`src/rtl/elevator_pkg.sv`:
```
// Shared types and constants for the 4-floor elevator car controller.
// Floor masks let the scheduler ask "any call above/below floor f" without per-floor logic.
package elevator_pkg;

  localparam int FLOOR_W  = 2;
  localparam int N_FLOORS = 4;

  localparam logic DIR_UP        = 1'b1;
  localparam logic DIR_DOWN      = 1'b0;
  localparam logic DOOR_OPEN_V   = 1'b1;
  localparam logic DOOR_CLOSED_V = 1'b0;

  typedef enum logic [1:0] {
    ST_IDLE      = 2'd0,
    ST_MOVING    = 2'd1,
    ST_DOOR_OPEN = 2'd2,
    ST_HALT      = 2'd3
  } state_t;

  function automatic logic [N_FLOORS-1:0] floors_above(input logic [FLOOR_W-1:0] floor);
    logic [N_FLOORS-1:0] m;
    m = '0;
    for (int i = 0; i < N_FLOORS; i++) m[i] = (i > int'(floor));
    return m;
  endfunction

  function automatic logic [N_FLOORS-1:0] floors_below(input logic [FLOOR_W-1:0] floor);
    logic [N_FLOORS-1:0] m;
    m = '0;
    for (int i = 0; i < N_FLOORS; i++) m[i] = (i < int'(floor));
    return m;
  endfunction

endpackage

```
`src/rtl/tick_prescaler.sv`:
```
// Free-running clock divider producing a one-cycle tick every TICK_DIV enabled cycles.
// Dropping en freezes the count in place so elapsed time resumes where it stopped.
module tick_prescaler #(
  parameter int TICK_DIV = 50000000
) (
  input  logic clk,
  input  logic rst_n,
  input  logic en,
  output logic tick
);

  localparam int CNT_W = (TICK_DIV > 2) ? $clog2(TICK_DIV) : 1;
  localparam logic [CNT_W-1:0] LAST = CNT_W'(TICK_DIV - 1);

  logic [CNT_W-1:0] count_q, count_d;

  // NOTE: next-state logic assigns its default first so no path leaves count_d unassigned (no latch).
  always_comb begin
    count_d = count_q;
    if (en) count_d = (count_q == LAST) ? '0 : count_q + CNT_W'(1);
  end

  // NOTE: reset is sampled on the clock edge, and state registers use non-blocking assignments only.
  always_ff @(posedge clk) begin
    if (!rst_n) count_q <= '0;
    else        count_q <= count_d;
  end

  assign tick = en && (count_q == LAST);

endmodule

```
`src/rtl/elevator_scheduler.sv`:
```
// SCAN-policy car controller: latches floor calls, times travel and door dwell from a
// prescaled tick, and exposes floor/direction/door/stop status for the display.
module elevator_scheduler
  import elevator_pkg::*;
#(
  parameter int TICK_DIV   = 50000000,
  parameter int MOVE_TICKS = 2,
  parameter int DOOR_TICKS = 3
) (
  input  logic                clk,
  input  logic                rst_n,
  input  logic [N_FLOORS-1:0] call_req,
  input  logic                stop_btn,
  output logic [FLOOR_W-1:0]  current_floor,
  output logic                ud_state,
  output logic                oc_state,
  output logic                stop,
  output logic [N_FLOORS-1:0] pending
);

  localparam int TMR_MAX = (MOVE_TICKS > DOOR_TICKS) ? MOVE_TICKS : DOOR_TICKS;
  localparam int TMR_W   = (TMR_MAX > 2) ? $clog2(TMR_MAX) : 1;
  localparam logic [TMR_W-1:0] MOVE_LAST = TMR_W'(MOVE_TICKS - 1);
  localparam logic [TMR_W-1:0] DOOR_LAST = TMR_W'(DOOR_TICKS - 1);

  state_t                state_q, state_d;
  state_t                resume_q, resume_d;
  logic [FLOOR_W-1:0]    floor_q, floor_d;
  logic                  dir_q, dir_d;
  logic                  door_q, door_d;
  logic [N_FLOORS-1:0]   pending_q, pending_d;
  logic [TMR_W-1:0]      timer_q, timer_d;

  logic                  tick;
  logic                  above, below, beyond;
  logic [FLOOR_W-1:0]    next_floor;
  logic [N_FLOORS-1:0]   call_set, pending_clr;

  tick_prescaler #(.TICK_DIV(TICK_DIV)) u_prescaler (
    .clk   (clk),
    .rst_n (rst_n),
    .en    (state_q != ST_HALT),
    .tick  (tick)
  );

  always_comb begin
    state_d     = state_q;
    resume_d    = resume_q;
    floor_d     = floor_q;
    dir_d       = dir_q;
    door_d      = door_q;
    timer_d     = timer_q;
    pending_clr = '0;
    call_set    = call_req;
    above       = |(pending_q & floors_above(floor_q));
    below       = |(pending_q & floors_below(floor_q));
    next_floor  = (dir_q == DIR_UP) ? floor_q + FLOOR_W'(1) : floor_q - FLOOR_W'(1);
    beyond      = (dir_q == DIR_UP) ? |(pending_q & floors_above(next_floor))
                                    : |(pending_q & floors_below(next_floor));

    // A same-floor call with the door open only extends the dwell; during a stop request it is kept.
    if (state_q == ST_DOOR_OPEN && !stop_btn) call_set[floor_q] = 1'b0;

    if (stop_btn && state_q != ST_HALT) begin
      state_d  = ST_HALT;
      resume_d = state_q;
    end else begin
      unique case (state_q)
        ST_IDLE: begin
          if (pending_q[floor_q]) begin
            state_d              = ST_DOOR_OPEN;
            door_d               = DOOR_OPEN_V;
            timer_d              = '0;
            pending_clr[floor_q] = 1'b1;
          end else if ((dir_q == DIR_UP && above) || below || above) begin
            state_d = ST_MOVING;
            timer_d = '0;
            if (!(dir_q == DIR_UP && above)) dir_d = below ? DIR_DOWN : DIR_UP;
          end
        end
        ST_MOVING: begin
          if (tick) begin
            if (timer_q == MOVE_LAST) begin
              floor_d = next_floor;
              timer_d = '0;
              if (pending_q[next_floor]) begin
                state_d                 = ST_DOOR_OPEN;
                door_d                  = DOOR_OPEN_V;
                pending_clr[next_floor] = 1'b1;
              end else if (!beyond) begin
                state_d = ST_IDLE;
              end
            end else begin
              timer_d = timer_q + TMR_W'(1);
            end
          end
        end
        ST_DOOR_OPEN: begin
          if (call_req[floor_q]) begin
            timer_d = '0;
          end else if (tick) begin
            if (timer_q == DOOR_LAST) begin
              door_d  = DOOR_CLOSED_V;
              timer_d = '0;
              state_d = ST_IDLE;
            end else begin
              timer_d = timer_q + TMR_W'(1);
            end
          end
        end
        ST_HALT: begin
          if (!stop_btn) state_d = resume_q;
        end
      endcase
    end

    pending_d = (pending_q | call_set) & ~pending_clr;
  end

  always_ff @(posedge clk) begin
    if (!rst_n) begin
      state_q   <= ST_IDLE;
      resume_q  <= ST_IDLE;
      floor_q   <= '0;
      dir_q     <= DIR_UP;
      door_q    <= DOOR_CLOSED_V;
      pending_q <= '0;
      timer_q   <= '0;
    end else begin
      state_q   <= state_d;
      resume_q  <= resume_d;
      floor_q   <= floor_d;
      dir_q     <= dir_d;
      door_q    <= door_d;
      pending_q <= pending_d;
      timer_q   <= timer_d;
    end
  end

  assign current_floor = floor_q;
  assign ud_state      = dir_q;
  assign oc_state      = door_q;
  assign pending       = pending_q;
  assign stop          = (state_q == ST_HALT) || (state_q == ST_IDLE && pending_q == '0);

endmodule

```
`config.mk`:
```
export PLATFORM = sky130hd
export DESIGN_NAME = elevator_scheduler
export DESIGN_NICKNAME = d
export VERILOG_FILES = /design/src/rtl/elevator_pkg.sv /design/src/rtl/tick_prescaler.sv /design/src/rtl/elevator_scheduler.sv
export SDC_FILE = /design/constraint.sdc
export NUM_CORES = 1
export LEC_CHECK = 0
export BUFFER_PORTS_ARGS = -buffer_cell sky130_fd_sc_hd__buf_2
export CAP_MARGIN = 20
export CORE_MARGIN = 4
export CORE_UTILIZATION = 54
export DETAILED_ROUTE_END_ITERATION = 8
export PLACE_DENSITY = 0.8
export SYNTH_ARGS = -nofsm -noshare
export SYNTH_HDL_FRONTEND = slang
export SYNTH_SLANG_ARGS = --single-unit
export TNS_END_PERCENT = 20
```
`constraint.sdc`:
```
create_clock -name clk -period 2.6 [get_ports clk]
set_input_delay 0.13 -clock clk [delete_from_list [all_inputs] [get_ports clk]]
set_output_delay 0.13 -clock clk [all_outputs]
set_load 0.01 [all_outputs]
```
==> results.py, run 1 <==
metrics = {
    "logic_synthesis": {
        "synth_async_sr_flop_share": 0,
        "gate_count_post_synth": 276,
        "avgSynthCellArea_um2": 8.49,
        "ys_dominant_reg_cell": "sky130_fd_sc_hd__dfxtp_1",
        "ys.warnings.count": 0,
        "synth.largest_area_cell": "sky130_fd_sc_hd__dfxtp_1",
        "synth_area_leaders": "sky130_fd_sc_hd__dfxtp_1 34%, sky130_fd_sc_hd__nor2_1 6.3%, sky130_fd_sc_hd__xor2_1 6.0%",
        "ys_types": 51,
        "post-synth-top-area-fraction": 0.342,
        "flip_flop_and_latch_count_after_synthesis": 40,
        "netlist_top_cells_count": "40 x sky130_fd_sc_hd__dfxtp_1, 39 x sky130_fd_sc_hd__nor2_1, 19 x sky130_fd_sc_hd__a21oi_1, 19 x sky130_fd_sc_hd__nand2_1, 16 x sky130_fd_sc_hd__xor2_1",
        "mappedNetlistNets": 294,
        "yosysMostFrequentCell": "sky130_fd_sc_hd__dfxtp_1",
        "synth_seq_area_share": 0.342,
        "synth.cell_area_mm2": 0.00234,
        "number_of_enable_type_register_cells_in_the_synthesized_netlist": 0,
    },
    "routing": {
        "vias": 2059,
        "drt_iter0_markers": 149,
        "drt_first_pass_iters": 4,
        "post_drt_wl_per_cell_um": 15.0,
        "drt.antenna.violating_nets": 0,
        "remaining_drc_errors": 0,
        "postRouteWirelength_mm": 5.25,
        "drt-vias-per-instance": 5.88,
    },
    "sta": {
        "finalHoldViolCount": 0,
        "period_share": 0.954,
        "max_clock_freq_mhz": 403,
        "max_slew.worst_pin.slew_ns": 0.532,
        "worst_slew_margin_rel": 0.642,
        "setup_viol": 0,
        "worst_clock_skew_ns": 0.00633,
        "timing_max_transition_violations_final": 0,
        "timing.final.crit_period_ns": 2.48,
        "setup_tns_ns": 0,
        "rsz0062_at_grt": "false",
    },
    "global_route": {
        "vias_in_the_first_global_route": 1968,
        "grt_antenna_before_repair": 0,
        "grt_max_degree": 24,
        "globalRoute.totalOverflow": 0,
        "grt_use_total": 0.211,
        "grt_pass1_wl_mm": 9.14,
    },
    "pwr": {
        "total_power_divided_by_cell_area_mw_per_mm2": 554,
        "power_leakage_uw": 0.00102,
        "vdd_ir_drop_max_mv": 0.309,
        "post-layout-total-power_uw": 1460,
    },
    "finish": {
        "drive_gt1_frac": 0.143,
        "layout-area-overhead-vs-synth_pct": 12.4,
        "insertedDiodeCount": 0,
        "finalNetCount": 317,
        "final-instance-count-excl-fill": 350,
        "fin_util": 0.645,
    },
    "floorplanning": {
        "die_height_um": 73.9,
        "dieWidth_um": 73.9,
        "placementRows": 23,
        "dieArea_mm2": 0.00546,
        "coreArea_mm2": 0.00409,
        "design.portCount": 16,
        "floorplan.initialDensity": 0.573,
    },
    "clock_tree": {
        "cts_tree": "built",
        "worstSkewPairLatency_ns": 0.30,
        "maximum_root_to_sink_buffer_count": 2,
        "path_clk_slew_ns": 0.08,
        "cts_root_buffer": "sky130_fd_sc_hd__clkbuf_8",
        "post_cts_buffers": 0,
        "tritoncts.num_buffers": 5,
        "ctsHtreeMaxLevel": 2,
        "cts.sink_count": 40,
    },
    "job": {
        "maxCapViolCount": 0,
    },
    "worst_setup_path": {
        "setup.worst_path.end_class": "flip-flop",
        "crit_fanout": 5,
        "critical_path.startpoint_type": "flip-flop",
        "worst-endpoint-required_ns": 2.77,
        "timing.setup.critical_path_class": "flip-flop to flip-flop",
        "arrival_ns": 2.65,
        "reg2regPathDepth": 8,
    },
    "place": {
        "dp_hpwl_mm": 3.81,
        "gp_congestion": 0.846,
        "buffer_ports.inserted": 15,
        "placedCellCount": 342,
    },
    "worst_hold_path": {
        "min_path_type": "input port to flip-flop",
        "worstHoldPathCells": 2,
    },
    "outcome": {
        "status": "completed",
    },
}
==> through the flow <==
| step | cell area (um2) | setup slack (ns) | hold slack [ns] |
|---|---|---|---|
| after floorplan | 2340 | 0.0409 | 0.206 |
| after global placement | 2500 | 0.281 | 0.393 |
| after detailed placement | 2500 | 0.143 | 0.409 |
| after CTS | 2630 | 0.0810 | 0.0896 |
| after global routing | 2630 | 0.0126 | 0.0961 |
| final | 2630 | 0.120 | 0.0915 |
==> layout make-up <==
| class | instances | area [um2] |
|---|---|---|
| clock inverters | 2 | 38.8 |
| clock buffers | 6 | 82.6 |
| fillers | 360 | 1450 |
| inverters | 13 | 48.8 |
| flip-flops and latches | 40 | 801 |
| multi-input cells | 216 | 1470 |
| repair buffers | 23 | 135 |
| well taps | 50 | 62.6 |
==> power breakdown <==
part           switching, uW  leakage, uW  total (uW)  internal [uW]
combinational            142     0.000632         245            103
sequential              30.0     0.000325         668            638
clock                    233    0.0000614         547            314
==> kinds of logic (layout without fill, tap and decap cells) <==
kind of cell | count (synthesis) | count (layout) | share of synthesized area
buffers and inverters | 20 | 44 | 0.0358
muxes | 4 | 4 | 0.0331
DFF | 40 | 40 | 0.342
AOI/OAI and AO/OA | 51 | 51 | 0.144
and+or+nand+nor | 125 | 125 | 0.293
adders and majority gates | 11 | 11 | 0.0588
xor gates and xnor gates | 25 | 25 | 0.0935
==> sequential cells by signal, summed over array words and instances (netlist names) <==
name / flops
resume_q: 2
u_prescaler.count_q: 26
oc_state: 1
state_q: 2
ud_state: 1
pending: 4
current_floor: 2
timer_q: 2
==> cell usage in the layout, fill, tap and decap left out, types with 2 or more instances in the layout <==
cell	Yosys	final
sky130_fd_sc_hd__ha_1	11	11
sky130_fd_sc_hd__o31ai_1	2	2
sky130_fd_sc_hd__and3_1	7	7
sky130_fd_sc_hd__nor3_1	3	3
sky130_fd_sc_hd__inv_1	13	13
sky130_fd_sc_hd__xnor2_1	9	9
sky130_fd_sc_hd__o21ai_0	7	7
sky130_fd_sc_hd__or3b_1	2	2
sky130_fd_sc_hd__a21oi_1	19	19
sky130_fd_sc_hd__nand2b_1	3	3
sky130_fd_sc_hd__nor3b_1	3	3
sky130_fd_sc_hd__nor2_1	39	39
sky130_fd_sc_hd__o21a_1	3	3
sky130_fd_sc_hd__and2_1	6	6
sky130_fd_sc_hd__clkbuf_8	0	6
sky130_fd_sc_hd__nor2b_1	4	4
sky130_fd_sc_hd__a311oi_1	2	2
sky130_fd_sc_hd__a31oi_1	4	4
sky130_fd_sc_hd__nor4_1	2	2
sky130_fd_sc_hd__buf_4	0	8
sky130_fd_sc_hd__a211o_1	2	2
sky130_fd_sc_hd__or3_1	5	5
sky130_fd_sc_hd__dfxtp_1	40	40
sky130_fd_sc_hd__nand3_1	13	13
sky130_fd_sc_hd__and4_1	2	2
sky130_fd_sc_hd__mux4_2	3	3
sky130_fd_sc_hd__nand4_1	7	7
sky130_fd_sc_hd__a2111o_1	2	2
sky130_fd_sc_hd__buf_2	1	15
sky130_fd_sc_hd__xor2_1	16	15
sky130_fd_sc_hd__o221ai_1	3	3
sky130_fd_sc_hd__nand2_1	19	19
==> per-layer routing <==
metal  up-vias  global-route usage  routed length, um
met3         9              0.0424                212
met2        47               0.330               2460
li1       1026                   -                  -
met4         0              0.0604                 76
met5         -                   0                  0
met1       977               0.292               2500
==> final timing paths <==
path	from	endpoint	slack [ns]
max	current_floor[1]$_SDFFE_PN0P_	state_q[0]$_SDFFE_PN0P_	0.12
min	rst_n	ud_state$_SDFFE_PN1P_	0.09
min reg2reg	oc_state$_SDFFE_PN0P_	oc_state$_SDFFE_PN0P_	0.50
max reg2reg	current_floor[1]$_SDFFE_PN0P_	state_q[0]$_SDFFE_PN0P_	0.12
==> repair_timing <==
action,in CTS,in global routing
gates resized for setup,0,1
hold endpoints to repair,0,0
endpoints found under the setup margin,0,3
hold buffers,0,0
==> worst max-delay path, cell delays in order, from the launching register on <==
cell and delay (ns):
sky130_fd_sc_hd__dfxtp_1 0.34, sky130_fd_sc_hd__inv_1 0.08, sky130_fd_sc_hd__ha_1 0.43, sky130_fd_sc_hd__xor2_2 0.23, sky130_fd_sc_hd__mux4_2 0.58, sky130_fd_sc_hd__nor2b_1 0.18, sky130_fd_sc_hd__nand4_1 0.21, sky130_fd_sc_hd__a21oi_1 0.22
sky130_fd_sc_hd__a311oi_1 0.07
(Power assumes the default switching activity.)
==> inputs of run 2 (changes only) <==
==> constraint.sdc (replaced) <==
create_clock -name clk -period 2.6 [get_ports clk]
set_input_delay 0.13 -clock clk [delete_from_list [all_inputs] [get_ports clk]]
set_output_delay 0.13 -clock clk [all_outputs]
set_load 0.05 [all_outputs]
==> run 2 against run 1 <==
Register-to-register slack got worse by 0.03 ns. Largest power group unchanged. Core utilization shrank 0.43 points. Die area unchanged. Largest cell class unchanged. Critical path depth is the same. First-iteration DRC count up 21%. Sequential cell count unchanged. Critical path type unchanged.
==> results.py, run 2 (synthesis results as in run 1) <==
metrics = {
    "pwr": {
        "netSwitchingPower_uw": 414,
        "power_leakage_uw": 0.00101,
        "post-layout-total-power_uw": 1340,
        "logic_gate_share_of_total_power": 0.208,
        "sequentialPowerShare": 0.496,
        "internal-power_uw": 921,
        "total_power_divided_by_cell_area_mw_per_mm2": 510,
        "switching_power_share_of_the_total": 0.310,
        "vdd_ir_drop_max_mv": 0.290,
        "p_clk_frac": 0.296,
    },
    "routing": {
        "drt_first_pass_iters": 4,
        "vias": 2075,
        "drt.antenna.violating_nets": 0,
        "drt-vias-per-instance": 5.91,
        "postRouteWirelength_mm": 5.13,
        "drt_iter0_markers": 181,
        "remaining_drc_errors": 0,
        "post_drt_wl_per_cell_um": 14.6,
    },
    "sta": {
        "period_share": 0.965,
        "timing_max_transition_violations_final": 0,
        "max_slew.worst_pin.slew_ns": 0.547,
        "holdWs_ns": 0.0916,
        "max_clock_freq_mhz": 399,
        "setup_tns_ns": 0,
        "worst_clock_skew_ns": 0.00948,
        "worst_slew_margin_rel": 0.632,
        "setup_viol": 0,
        "finalHoldViolCount": 0,
        "timing.final.crit_period_ns": 2.51,
    },
    "worst_setup_path": {
        "reg2regPathDepth": 8,
        "critical_path.startpoint_type": "flip-flop",
        "crit_fanout": 8,
        "reg2reg_from": "current_floor[0]$_SDFFE_PN0P_",
        "arrival_ns": 2.73,
        "timing.setup.critical_path_class": "flip-flop to flip-flop",
        "worstSetupStartpoint": "current_floor[0]$_SDFFE_PN0P_",
        "worstReg2RegEnd": "oc_state$_SDFFE_PN0P_",
        "rrSetupSlack_ns": 0.09,
        "worst-endpoint-required_ns": 2.82,
        "setup.worst_path.end_class": "flip-flop",
        "cp-endpoint": "oc_state$_SDFFE_PN0P_",
    },
    "clock_tree": {
        "tritoncts.num_buffers": 5,
        "ctsHtreeMaxLevel": 2,
        "maximum_root_to_sink_buffer_count": 2,
        "cts_tree": "built",
        "path_clk_slew_ns": 0.08,
        "cts_stage_hold_buffer_count": 0,
        "cts.sink_count": 40,
        "worstSkewPairLatency_ns": 0.29,
        "cts_root_buffer": "sky130_fd_sc_hd__clkbuf_8",
    },
    "finish": {
        "drive_gt1_frac": 0.153,
        "final-instance-count-excl-fill": 351,
        "largest_register_ffs": 26,
        "layout-area-overhead-vs-synth_pct": 11.7,
        "finalInstanceArea_mm2": 0.00262,
        "insertedDiodeCount": 0,
        "num-fill-cells": 344,
        "layout.cells.most_common_list": "39 x sky130_fd_sc_hd__nor2_1, 38 x sky130_fd_sc_hd__dfxtp_1, 19 x sky130_fd_sc_hd__nand2_1, 19 x sky130_fd_sc_hd__a21oi_1",
        "finalNetCount": 319,
        "registers.top_by_ff_count": "u_prescaler.count_q",
        "mostFrequentLayoutCell": "sky130_fd_sc_hd__nor2_1",
    },
    "floorplanning": {
        "die_height_um": 73.9,
        "placementRows": 23,
        "floorplan.initialDensity": 0.573,
        "design.portCount": 16,
        "coreArea_mm2": 0.00409,
        "dieArea_mm2": 0.00546,
        "dieWidth_um": 73.9,
    },
    "global_route": {
        "globalRoute.totalOverflow": 0,
        "vias_in_the_first_global_route": 1925,
        "grt_max_degree": 24,
        "grt_antenna_before_repair": 0,
        "grt_pass1_wl_mm": 8.69,
        "grt_use_total": 0.205,
    },
    "worst_hold_path": {
        "worstHoldPathCells": 2,
        "min_path_type": "input port to flip-flop",
    },
    "place": {
        "dp_hpwl_mm": 3.72,
        "placedCellCount": 341,
        "gp_congestion": 0.858,
        "detailed_place.area_mm2": 0.00250,
        "buffer_ports.inserted": 15,
    },
    "job": {
        "maxCapViolCount": 0,
    },
    "outcome": {
        "status": "completed",
    },
}
-- run 2: changes by cell type in the layout (fill, tap and decap cells not counted), sizes merged --
cell	before	now
buf	23	25
bufinv	1	0
clkinvlp	0	1
clkbuf	6	5
-- run 2: worst min path at each step --
stage	startpoint	end	slack (ns)
global route	rst_n	ud_state$_SDFFE_PN1P_	0.11
finish	rst_n	ud_state$_SDFFE_PN1P_	0.09
global placement	rst_n	ud_state$_SDFFE_PN1P_	0.40
detailed placement	rst_n	ud_state$_SDFFE_PN1P_	0.41
floorplan	rst_n	ud_state$_SDFFE_PN1P_	0.21
CTS	rst_n	ud_state$_SDFFE_PN1P_	0.1
-- run 2: layer usage --
| layer | global-route usage | routed length [um] | share of wire | vias up |
|---|---|---|---|---|
| met5 | 0 | 0 | 0 | - |
| met4 | 0.0805 | 117 | 0.023 | 0 |
| met3 | 0.0438 | 182 | 0.035 | 11 |
| met2 | 0.319 | 2320 | 0.45 | 47 |
| met1 | 0.275 | 2510 | 0.49 | 983 |
| li1 | - | - | - | 1034 |
-- run 2: area by class of cell --
type                       instances  area (um2)  area share
multi-input combinational        216        1470       0.560
sequential                        40         808       0.309
timing repair buffer              25         150      0.0574
clock buffer                       5        68.8      0.0263
tap                               50        62.6      0.0239
inverter                          13        48.8      0.0187
clock inverter                     2        12.5     0.00478
-- run 2: what timing repair did --
item                                   CTS  global route
setup buffers                            0             3
setup endpoints to repair                0             3
gates resized for setup                  0             2
endpoints found under the hold margin    0             0
-- run 2: power by group through the flow --
stage | Combinational (uW) | Clock [uW] | Sequential [uW]
3_3_place_gp | 271 | 0 | 677
6_report | 278 | 395 | 662
3_5_place_dp | 275 | 0 | 677
5_1_grt | 309 | 437 | 665
4_1_cts | 276 | 406 | 663
2_1_floorplan | 180 | 0 | 701
-- run 2: stage by stage --
stage | util | setup WS, ns
after floorplan | - | 0.0134
after global placement | 0.612 | 0.190
after detailed placement | 0.612 | 0.102
after CTS | 0.632 | 0.0785
after global routing | 0.640 | -0.0249
final | 0.640 | 0.0912
-- run 2: worst max-delay path: stages (launching register included) --
cell	delay (ns)
sky130_fd_sc_hd__dfxtp_4	0.40
sky130_fd_sc_hd__inv_1	0.12
sky130_fd_sc_hd__ha_1	0.37
sky130_fd_sc_hd__xor2_2	0.19
sky130_fd_sc_hd__mux4_2	0.40
sky130_fd_sc_hd__nor2b_1	0.06
sky130_fd_sc_hd__or3_1	0.37
sky130_fd_sc_hd__a2111o_1	0.39
sky130_fd_sc_hd__a21oi_1	0.12
==> inputs of run 3 (changes only) <==
--- a/config.mk
+++ b/config.mk
@@ -7,11 +7,11 @@
 export LEC_CHECK = 0
 export BUFFER_PORTS_ARGS = -buffer_cell sky130_fd_sc_hd__buf_2
 export CAP_MARGIN = 20
-export CORE_MARGIN = 4
 export CORE_UTILIZATION = 54
 export DETAILED_ROUTE_END_ITERATION = 8
 export PLACE_DENSITY = 0.8
 export SYNTH_ARGS = -nofsm -noshare
 export SYNTH_HDL_FRONTEND = slang
+export SYNTH_HIERARCHICAL = 1
 export SYNTH_SLANG_ARGS = --single-unit
 export TNS_END_PERCENT = 20
==> constraint.sdc (replaced) <==
create_clock -name clk -period 2.6 [get_ports clk]
set_input_delay 0.52 -clock clk [delete_from_list [all_inputs] [get_ports clk]]
set_output_delay 0.52 -clock clk [all_outputs]
set_load 0.05 [all_outputs]
==> run 3 against run 2 <==
Count of clock-buffer cells in the layout up 2. Global-route usage increased by 4.5 points. Cell area increased by 5.5%. Critical endpoint is now state_q[0]$_SDFFE_PN0P_. Clock skew shrank 0.0028 ns. Sequential share of layout area decreased by 1.7 points. Hold slack improved by 0.38 ns.
==> results.py, run 3 <==
metrics = {
    "finish": {
        "num-fill-cells": 338,
        "mostFrequentLayoutCell": "sky130_fd_sc_hd__dfxtp_1",
        "finalNetCount": 328,
        "insertedDiodeCount": 0,
        "largest_register_ffs": 26,
        "layout-area-overhead-vs-synth_pct": 12.8,
        "multi_input_comb_area_mm2": 0.00153,
        "drive_gt1_frac": 0.220,
        "registers.top_by_ff_count": "u_prescaler/count_q",
        "layout.cells.most_common_list": "37 x sky130_fd_sc_hd__dfxtp_1, 25 x sky130_fd_sc_hd__nor2_1, 22 x sky130_fd_sc_hd__nand2_1",
        "finalInstanceArea_mm2": 0.00276,
        "final-instance-count-excl-fill": 361,
        "seq_area_um2": 807,
        "fin_util": 0.634,
    },
    "job": {
        "maxCapViolCount": 0,
    },
    "sta": {
        "timing.final.crit_period_ns": 2.53,
        "period_share": 0.973,
        "timing_max_transition_violations_final": 0,
        "max_slew.worst_pin.slew_ns": 0.688,
        "finalHoldViolCount": 0,
        "setup_tns_ns": 0,
        "holdWs_ns": 0.469,
        "worst_clock_skew_ns": 0.00665,
        "worst_slew_margin_rel": 0.537,
        "setup_viol": 0,
        "max_clock_freq_mhz": 395,
    },
    "floorplanning": {
        "dieWidth_um": 69.3,
        "design.portCount": 16,
        "coreArea_mm2": 0.00435,
        "die_height_um": 69.3,
        "floorplan.initialDensity": 0.562,
        "dieArea_mm2": 0.00481,
        "placementRows": 24,
    },
    "logic_synthesis": {
        "gate_count_post_synth": 280,
        "ys.warnings.count": 6,
        "post-synth-top-area-fraction": 0.327,
        "yosysMostFrequentCell": "sky130_fd_sc_hd__dfxtp_1",
        "number_of_enable_type_register_cells_in_the_synthesized_netlist": 0,
        "synth_seq_area_share": 0.327,
        "avgSynthCellArea_um2": 8.74,
        "ys_dominant_reg_cell": "sky130_fd_sc_hd__dfxtp_1",
        "synth.cell_area_mm2": 0.00245,
        "mappedNetlistNets": 299,
        "flip_flop_and_latch_count_after_synthesis": 40,
        "ys_types": 57,
        "netlist_top_cells_count": "40 x sky130_fd_sc_hd__dfxtp_1, 25 x sky130_fd_sc_hd__nor2_1, 22 x sky130_fd_sc_hd__nand2_1",
        "synth_area_leaders": "sky130_fd_sc_hd__dfxtp_1 33%, sky130_fd_sc_hd__ha_1 6.1%, sky130_fd_sc_hd__xnor2_1 3.9%",
        "synth_async_sr_flop_share": 0,
        "synth.largest_area_cell": "sky130_fd_sc_hd__dfxtp_1",
    },
    "worst_hold_path": {
        "worstHoldPathCells": 2,
        "hold-path-endpoint": "resume_q[0]$_SDFFE_PN0P_",
        "min_delay_src": "resume_q[0]$_SDFFE_PN0P_",
        "min_path_type": "flip-flop to flip-flop",
    },
    "routing": {
        "drt-vias-per-instance": 6.34,
        "drt_first_pass_iters": 6,
        "remaining_drc_errors": 0,
        "post_drt_wl_per_cell_um": 16.2,
        "vias": 2289,
        "postRouteWirelength_mm": 5.83,
        "drt.antenna.violating_nets": 0,
        "drt_iter0_markers": 182,
    },
    "global_route": {
        "grt_max_degree": 21,
        "grt_use_total": 0.250,
        "globalRoute.totalOverflow": 0,
        "grt_antenna_before_repair": 0,
        "grt_pass1_wl_mm": 9.85,
        "vias_in_the_first_global_route": 2075,
    },
    "worst_setup_path": {
        "arrival_ns": 2.71,
        "timing.setup.critical_path_class": "flip-flop to flip-flop",
        "setup.worst_path.end_class": "flip-flop",
        "worstReg2RegEnd": "state_q[0]$_SDFFE_PN0P_",
        "critical_path.startpoint_type": "flip-flop",
        "worst-endpoint-required_ns": 2.78,
        "reg2reg_from": "state_q[1]$_SDFFE_PN0P_",
        "reg2regPathDepth": 10,
        "crit_fanout": 4,
        "rrSetupSlack_ns": 0.07,
    },
    "clock_tree": {
        "cts.sink_count": 40,
        "cts_root_buffer": "sky130_fd_sc_hd__clkbuf_8",
        "worstSkewPairLatency_ns": 0.28,
        "tritoncts.num_buffers": 5,
        "path_clk_slew_ns": 0.07,
        "cts_stage_hold_buffer_count": 0,
        "ctsHtreeMaxLevel": 2,
        "cts_tree": "built",
        "maximum_root_to_sink_buffer_count": 2,
    },
    "place": {
        "buffer_ports.inserted": 15,
        "placedCellCount": 352,
        "detailed_place.area_mm2": 0.00264,
        "gp_congestion": 0.899,
        "dp_hpwl_mm": 4.14,
    },
    "outcome": {
        "status": "completed",
    },
    "pwr": {
        "power_leakage_uw": 0.000992,
        "total_power_divided_by_cell_area_mw_per_mm2": 516,
        "vdd_ir_drop_max_mv": 0.569,
    },
}
## run 3: changes by cell type in the layout (fill, tap and decap cells not counted), moves of 4 or more
cell | previous run | this run
sky130_fd_sc_hd__a21oi_2 | 0 | 4
sky130_fd_sc_hd__a31oi_1 | 4 | 0
sky130_fd_sc_hd__and2_1 | 6 | 1
sky130_fd_sc_hd__and3_1 | 7 | 3
sky130_fd_sc_hd__buf_4 | 10 | 16
sky130_fd_sc_hd__nand4_1 | 7 | 12
sky130_fd_sc_hd__nor2_1 | 39 | 25
sky130_fd_sc_hd__nor4_1 | 2 | 8
sky130_fd_sc_hd__o31ai_1 | 2 | 9
sky130_fd_sc_hd__or4_1 | 0 | 7
sky130_fd_sc_hd__xor2_1 | 15 | 5
## run 3: what timing repair did
item,in CTS,in global routing
buffers inserted,0,2
endpoints found under the setup margin,0,2
gates resized for setup,0,4
## run 3: area by class of cell
class                           count  share of cell area
Inverter                           12              0.0163
Sequential cell                    40               0.292
Clock buffer                        7              0.0349
Timing Repair Buffer               32              0.0779
Tap cell                           52              0.0236
Multi-Input combinational cell    218               0.555
## run 3: per-layer routing
layer | global-route usage | wire [um]
met1 | 0.362 | 2750
met2 | 0.371 | 2640
met3 | 0.0552 | 351
met4 | 0.0703 | 95
met5 | 0 | 0
## run 3: how the worst max path moves through the flow
| stage | from | endpoint | cells after the start |
|---|---|---|---|
| 2_1_floorplan | state_q[0]$_SDFFE_PN0P_ | state_q[0]$_SDFFE_PN0P_ | 11 |
| 3_3_place_gp | current_floor[0]$_SDFFE_PN0P_ | state_q[0]$_SDFFE_PN0P_ | 8 |
| 3_5_place_dp | state_q[0]$_SDFFE_PN0P_ | state_q[0]$_SDFFE_PN0P_ | 10 |
| 4_1_cts | state_q[0]$_SDFFE_PN0P_ | state_q[0]$_SDFFE_PN0P_ | 10 |
| 5_1_grt | state_q[1]$_SDFFE_PN0P_ | state_q[0]$_SDFFE_PN0P_ | 10 |
| 6_report | state_q[1]$_SDFFE_PN0P_ | state_q[0]$_SDFFE_PN0P_ | 10 |
## run 3: stage by stage
stage	setup slack, ns	total power [uW]
finish	0.0701	1420
global route	-0.0918	1500
CTS	0.142	1430
detailed placement	0.179	982
global placement	0.282	976
floorplan	0.00523	898
## run 3: worst max-delay path: stages, from the launching register on
cell and delay, ns:
sky130_fd_sc_hd__dfxtp_1 0.35, sky130_fd_sc_hd__ha_1 0.21, sky130_fd_sc_hd__inv_1 0.09, sky130_fd_sc_hd__and4_1 0.20, sky130_fd_sc_hd__nand4_1 0.19, sky130_fd_sc_hd__nor3_4 0.28
sky130_fd_sc_hd__and4bb_2 0.27, sky130_fd_sc_hd__a31o_2 0.11, sky130_fd_sc_hd__o21ai_1 0.07, sky130_fd_sc_hd__a311o_1 0.35, sky130_fd_sc_hd__a311oi_1 0.31
## run 3: logic make-up (layout without fill, tap and decap cells)
logic type      count (synthesis)  count (layout)  share of synthesized area
buf+inv                        22              51                     0.0531
mux                             5               5                     0.0358
compound gates                 62              62                      0.179
xor+xnor                       16              16                     0.0572
fa+ha+maj                      12              12                     0.0613
simple gates                  123             123                      0.287
flops                          40              40                      0.327
## run 3: report_power, final
part / switching [uW] / internal (uW) / leakage (uW)
combinational: 194 / 115 / 0.000615
clock: 209 / 237 / 0.0000503
sequential: 29.7 / 641 / 0.000327
